===== src/rtl/uart_frame_pkg.sv =====
// Shared definitions for the UART frame receiver: FSM states and frame format constants.
`timescale 1ns/1ps
package uart_frame_pkg;

   typedef enum logic [2:0] {
      IDLE,
      GET_LEN,
      GET_CMD,
      GET_PAYLOAD,
      GET_CHK,
      HOLD
   } state_t;

   localparam logic [7:0] SYNC_BYTE   = 8'hA5;
   localparam int         MAX_PAYLOAD = 16;

endpackage


===== src/rtl/frame_buf.sv =====
// Payload storage: 16x8 memory with one synchronous write port and a combinational read port.
`timescale 1ns/1ps
module frame_buf (
   input  logic       clk,
   input  logic       i_we,
   input  logic [3:0] i_waddr,
   input  logic [7:0] i_wdata,
   input  logic [3:0] i_raddr,
   output logic [7:0] o_rdata
);

   logic [7:0] r_mem [16];

   always_ff @(posedge clk) begin
      if (i_we) begin
         r_mem[i_waddr] <= i_wdata;
      end
   end

   assign o_rdata = r_mem[i_raddr];

endmodule


===== src/rtl/uart_frame_rx.sv =====
// Frame parser: SYNC, LEN, CMD, payload, XOR checksum; holds a good frame until acknowledged.
`timescale 1ns/1ps
module uart_frame_rx
   import uart_frame_pkg::*;
#(
   parameter int unsigned CLK_FREQ_HZ   = 72_000_000,
   parameter int unsigned BAUD_RATE     = 115_200,
   parameter int unsigned TIMEOUT_CHARS = 4
) (
   input  logic       clk,
   input  logic       rst,
   input  logic [7:0] rx_data,
   input  logic       rx_valid,
   input  logic       rx_error,
   output logic       frame_valid,
   output logic [7:0] frame_cmd,
   output logic [4:0] frame_len,
   input  logic       frame_ack,
   input  logic [3:0] rd_addr,
   output logic [7:0] rd_data,
   output logic       err_chk,
   output logic       err_len,
   output logic       err_timeout,
   output logic       err_uart,
   output logic [7:0] drop_cnt
);

   localparam int unsigned TIMEOUT_CYCLES = (CLK_FREQ_HZ / BAUD_RATE) * 10 * TIMEOUT_CHARS;

   state_t      r_state;
   state_t      w_nextState;
   logic [4:0]  r_len;
   logic [7:0]  r_cmd;
   logic [7:0]  r_chk;
   logic [3:0]  r_idx;
   logic [31:0] r_toCnt;
   logic [7:0]  r_dropCnt;
   logic        r_errChk;
   logic        r_errLen;
   logic        r_errTimeout;
   logic        r_errUart;

   logic w_active;
   logic w_byte;
   logic w_timeout;
   logic w_lastPayload;
   logic w_bufWe;
   logic w_errChk;
   logic w_errLen;
   logic w_errUart;

   assign w_active      = (r_state == GET_LEN) || (r_state == GET_CMD) ||
                          (r_state == GET_PAYLOAD) || (r_state == GET_CHK);
   assign w_byte        = rx_valid && !rx_error;
   assign w_timeout     = w_active && !rx_valid && !rx_error &&
                          (r_toCnt == 32'(TIMEOUT_CYCLES - 1));
   assign w_lastPayload = ({1'b0, r_idx} == (r_len - 5'd1));
   assign w_bufWe       = (r_state == GET_PAYLOAD) && w_byte;

   // A UART error outranks everything else while a frame is in progress, then the timeout.
   always_comb begin
      w_nextState = r_state;
      w_errChk    = 1'b0;
      w_errLen    = 1'b0;
      w_errUart   = 1'b0;
      if (w_active && rx_error) begin
         w_nextState = IDLE;
         w_errUart   = 1'b1;
      end else if (w_timeout) begin
         w_nextState = IDLE;
      end else begin
         case (r_state)
            IDLE: begin
               if (w_byte && (rx_data == SYNC_BYTE)) w_nextState = GET_LEN;
            end
            GET_LEN: begin
               if (rx_valid) begin
                  if (rx_data > 8'(MAX_PAYLOAD)) begin
                     w_nextState = IDLE;
                     w_errLen    = 1'b1;
                  end else begin
                     w_nextState = GET_CMD;
                  end
               end
            end
            GET_CMD: begin
               if (rx_valid) w_nextState = (r_len != 5'd0) ? GET_PAYLOAD : GET_CHK;
            end
            GET_PAYLOAD: begin
               if (rx_valid && w_lastPayload) w_nextState = GET_CHK;
            end
            GET_CHK: begin
               if (rx_valid) begin
                  if (rx_data == r_chk) begin
                     w_nextState = HOLD;
                  end else begin
                     w_nextState = IDLE;
                     w_errChk    = 1'b1;
                  end
               end
            end
            HOLD: begin
               if (frame_ack) w_nextState = IDLE;
            end
            default: w_nextState = IDLE;
         endcase
      end
   end

   always_ff @(posedge clk or posedge rst) begin
      if (rst) begin
         r_state      <= IDLE;
         r_len        <= '0;
         r_cmd        <= '0;
         r_chk        <= '0;
         r_idx        <= '0;
         r_toCnt      <= '0;
         r_dropCnt    <= '0;
         r_errChk     <= 1'b0;
         r_errLen     <= 1'b0;
         r_errTimeout <= 1'b0;
         r_errUart    <= 1'b0;
      end else begin
         r_state      <= w_nextState;
         r_errChk     <= w_errChk;
         r_errLen     <= w_errLen;
         r_errTimeout <= w_timeout;
         r_errUart    <= w_errUart;
         r_toCnt      <= (w_active && !rx_valid && !rx_error && !w_timeout) ? r_toCnt + 32'd1 : '0;
         if ((r_state == HOLD) && rx_valid && (r_dropCnt != 8'hFF)) begin
            r_dropCnt <= r_dropCnt + 8'd1;
         end
         if (w_byte) begin
            case (r_state)
               GET_LEN: begin
                  if (rx_data <= 8'(MAX_PAYLOAD)) begin
                     r_len <= rx_data[4:0];
                     r_chk <= rx_data;
                     r_idx <= '0;
                  end
               end
               GET_CMD: begin
                  r_cmd <= rx_data;
                  r_chk <= r_chk ^ rx_data;
               end
               GET_PAYLOAD: begin
                  r_chk <= r_chk ^ rx_data;
                  r_idx <= r_idx + 4'd1;
               end
               default: ;
            endcase
         end
      end
   end

   frame_buf u_frame_buf (
      .clk     (clk),
      .i_we    (w_bufWe),
      .i_waddr (r_idx),
      .i_wdata (rx_data),
      .i_raddr (rd_addr),
      .o_rdata (rd_data)
   );

   assign frame_valid = (r_state == HOLD);
   assign frame_cmd   = r_cmd;
   assign frame_len   = r_len;
   assign drop_cnt    = r_dropCnt;
   assign err_chk     = r_errChk;
   assign err_len     = r_errLen;
   assign err_timeout = r_errTimeout;
   assign err_uart    = r_errUart;

endmodule


===== config.mk =====
export PLATFORM = sky130hd
export DESIGN_NAME = uart_frame_rx
export DESIGN_NICKNAME = d
export VERILOG_FILES = /design/src/rtl/uart_frame_pkg.sv /design/src/rtl/frame_buf.sv /design/src/rtl/uart_frame_rx.sv
export SDC_FILE = /design/constraint.sdc
export NUM_CORES = 1
export LEC_CHECK = 0
export BUFFER_PORTS_ARGS = -buffer_cell sky130_fd_sc_hd__buf_2
export CAP_MARGIN = 30
export CORE_ASPECT_RATIO = 1.25
export CORE_MARGIN = 4
export CORE_UTILIZATION = 34
export CTS_BUF_LIST = sky130_fd_sc_hd__clkbuf_4 sky130_fd_sc_hd__clkbuf_8
export DETAILED_ROUTE_END_ITERATION = 7
export PLACE_DENSITY = 0.52
export REMOVE_ABC_BUFFERS = 1
export SLEW_MARGIN = 20
export SYNTH_ARGS = -nofsm -noshare
export SYNTH_HDL_FRONTEND = slang
export SYNTH_SLANG_ARGS = --single-unit

===== constraint.sdc =====
create_clock -name clk -period 2.52 [get_ports clk]
set_input_delay 0.126 -clock clk [delete_from_list [all_inputs] [get_ports clk]]
set_output_delay 0.126 -clock clk [all_outputs]
set_load 0.01 [all_outputs]

==> flow_metrics.env <==
export IMPL_clockRootBuffer="clkbuf_8"
export IMPL_synth_largest_area_cell="edfxtp_1"
export IMPL_gr_usage_met3_pct=2.59
export IMPL_post_dp_hpwl_mm=13.5
export IMPL_max_clock_path_buffers=2
export IMPL_clk_insertion_delay_late_ps=470
export IMPL_setup_viol=0
export IMPL_drc_errors=0
export IMPL_grt_overflow_total=0
export IMPL_maxCapViolCount=0
export IMPL_core_area_um2=25400
export IMPL_powerDensity_nw_per_um2=685
export IMPL_die_x_um=152
export IMPL_p_leak_uw=0.00376
export IMPL_cts_buffers=17
export IMPL_synth_seq_cells=200
export IMPL_cts_reportedPaths_clkPinSlew_ps=100
export IMPL_cts_sinks=200
export IMPL_grt_pass1_vias=5610
export IMPL_setup_worst_path_end_class="flip-flop"
export IMPL_required_ps=2880
export IMPL_critPathArrivalTime_ps=2760
export IMPL_critical_path_max_stage_delay_ps=470
export IMPL_core_rowCount=65
export IMPL_netlist_top_cells_area="edfxtp_1 44%, dfrtp_1 21%, mux4_2 10%"
export IMPL_final_hold_viol_count=0
export IMPL_synth_distinct_cells=57
export IMPL_worst_path_max_fanout=4
export IMPL_holdWs_ps=154
export IMPL_grt_max_degree=40
export IMPL_nets=709
export IMPL_path_cells="inv_1, ha_2, or3b_2, a2bb2oi_1, a211oi_2, buf_4, o211ai_1, and3_1, a211o_1"
export IMPL_yosys_area_top_type_share_pct=43.8
export IMPL_place_area_um2=9650
export IMPL_grt_pass1_wl_mm=31.6
export IMPL_worst_pin_slew_ps=745
export IMPL_gp_congestion=0.776
export IMPL_ios=51
export IMPL_firstDrtPassIters=4
export IMPL_initial_core_util_pct=34.6
export IMPL_wire_per_inst_um=19.3
export IMPL_drive_gt1_share_pct=26.9
export IMPL_hp_class="input port to flip-flop"
export IMPL_async_flop_share_pct=36.0
export IMPL_antenna_found_initial=0
export IMPL_synth_edff_count=128
export IMPL_setup_tns_final_ps=0
export IMPL_yosys_warnings=0
export IMPL_routed_wl_mm=20.0
export IMPL_cts_tree="built"
export IMPL_routed_via_density=5.09
export IMPL_n_antenna_cell=0
export IMPL_synth_area_um2=8780
export IMPL_start_kind="flip-flop"
export IMPL_die_h_um=188
export IMPL_period_share_pct=95.1
export IMPL_grt_usage_pct=14.7
export IMPL_ctsHtreeMaxLevel=4
export IMPL_maxSlewViolCount=0
export IMPL_area_delta_synth_final_pct=15.1
export IMPL_fin_skew_ps=15.3
export IMPL_synth_yosys_seq_area_share_pct=64.3
export IMPL_num_vias=5253
export IMPL_crit_slowest_cell="or3b_2"
export IMPL_outcome="completed"
export IMPL_io_buffers=50
export IMPL_peakVddDrop_mv=0.337
export IMPL_worstSetupPathType="flip-flop to flip-flop"
export IMPL_finalPower_uw=6920
export IMPL_synthFlopType="edfxtp_1"
export IMPL_max_slew_margin_pct=50.3
export IMPL_dieArea_um2=28500
export IMPL_synthCells=601
export IMPL_top_usage_layer="met2"
export IMPL_syn_mean_instance_area_um2=14.6
export IMPL_drt_iter0_markers=362
export IMPL_clock_fmax_mhz=417
export IMPL_drtAntennaViolNets=0
export IMPL_use_met2_pct=26.7
export IMPL_fin_area_um2=10100
export IMPL_grtUsageMet1_pct=18.0
export IMPL_period_needed_ps=2400
-- routing by layer --
metal | part of all wire (%) | vias up
met4 | 0.91 | 0
met2 | 55 | 105
li1 | - | 2424
met3 | 3.4 | 17
met1 | 41 | 2707
met5 | 0 | -
-- logic make-up after synthesis --
family                     after synthesis  synth area share, %
DFF                                    200                 64.3
buffers and inverters                   44                 2.25
xor gates and xnor gates                49                 4.89
muxes                                   54                 12.0
adders and majority gates                7                0.998
and+or+nand+nor                        192                 11.5
AOI/OAI and AO/OA                       55                 4.12
-- Yosys cell counts (all sizes together), types with 2 or more instances --
cell type and instances:
and3 11, nand4 10, clkbuf 17, nor2 49
edfxtp 128, o211ai 3, nor3 7, xor2 30
nand3 17, ha 7, or4 2, nand3b 2
or3 3, nor3b 3, a22o 4, nor2b 3
dfrtp 72, and4 2, a21oi 22, nand2 46
mux4 40, inv 16, and3b 3, buf 11
mux2 9, nor4 15, mux2i 5, xnor2 19
o21ai 16, and2 12
-- registers in the layout (all words and copies together), names as in the netlist --
register,cells
err_len,1
frame_len,5
drop_cnt,8
r_toCnt,32
err_uart,1
err_timeout,1
err_chk,1
r_state,3
frame_cmd,8
r_idx,4
u_frame_buf.r_mem,128
r_chk,8
-- power breakdown --
part	total [µW]	switching (µW)	internal, µW
logic	1080	617	467
registers	3780	141	3640
clock network	2060	1220	843
-- cell type report --
type / instances / area (µm²)
Fill cell: 2425 / 15300
Sequential cell: 200 / 5650
Multi-Input combinational cell: 357 / 2950
Timing Repair Buffer: 93 / 631
Tap cell: 335 / 419
Clock buffer: 18 / 241
Clock inverter: 14 / 161
Inverter: 16 / 60.1
-- per-stage QoR --
step / instances / util (%) / setup slack (ps)
2_1_floorplan: 573 / - / 121
3_3_place_gp: 997 / 38.0 / 66.3
3_5_place_dp: 997 / 38.0 / -1.66
4_1_cts: 1032 / 39.8 / 56.1
5_1_grt: 1033 / 39.8 / -3.18
6_report: 1033 / 39.8 / 123
-- final timing paths --
check / cells past startpoint / start / slack, ps / endpoint
worst max-delay path: 9 / frame_len[1] / 120 / r_state[1]
worst min-delay path: 4 / rx_valid / 150 / drop_cnt[0]
worst max register to register: 9 / frame_len[1] / 120 / r_state[1]
worst min register to register: 1 / r_toCnt[0] / 500 / r_toCnt[0]
max in group asynchronous: 4 / rst / 1510 / r_chk[4]
min in group asynchronous: 3 / rst / 320 / err_chk
-- cell usage in the layout (no fill, tap or decap), drive strengths merged, types with 4 or more instances in the layout --
| master | instances |
|---|---|
| edfxtp | 128 |
| buf | 90 |
| dfrtp | 72 |
| nor2 | 49 |
| nand2 | 46 |
| mux4 | 40 |
| xor2 | 30 |
| inv | 23 |
| a21oi | 22 |
| xnor2 | 19 |
| clkbuf | 18 |
| nand3 | 17 |
| o21ai | 16 |
| nor4 | 15 |
| and2 | 12 |
| and3 | 11 |
| nand4 | 10 |
| mux2 | 9 |
| ha | 7 |
| nor3 | 7 |
| mux2i | 5 |
| a22o | 4 |
| clkinv | 4 |
-- critical path, delay by kind of cell (launching register included) --
family / cells / cell delay (ps)
AO/OA/AOI/OAI: 4 / 770
flip-flops: 1 / 400
AND/OR/NAND/NOR: 2 / 660
adder cells (fa/ha/maj): 1 / 220
buffers and inverters: 2 / 240
-- what timing repair did --
action                                 CTS  global route
cloned                                   0             0
pin swaps                                0             1
resized for setup                        1             2
endpoints found under the hold margin   43             0
setup buffers                            0             1
setup endpoints to repair                3             3
hold buffers                             3             0
Note: power is estimated with default switching activity, not from simulation.
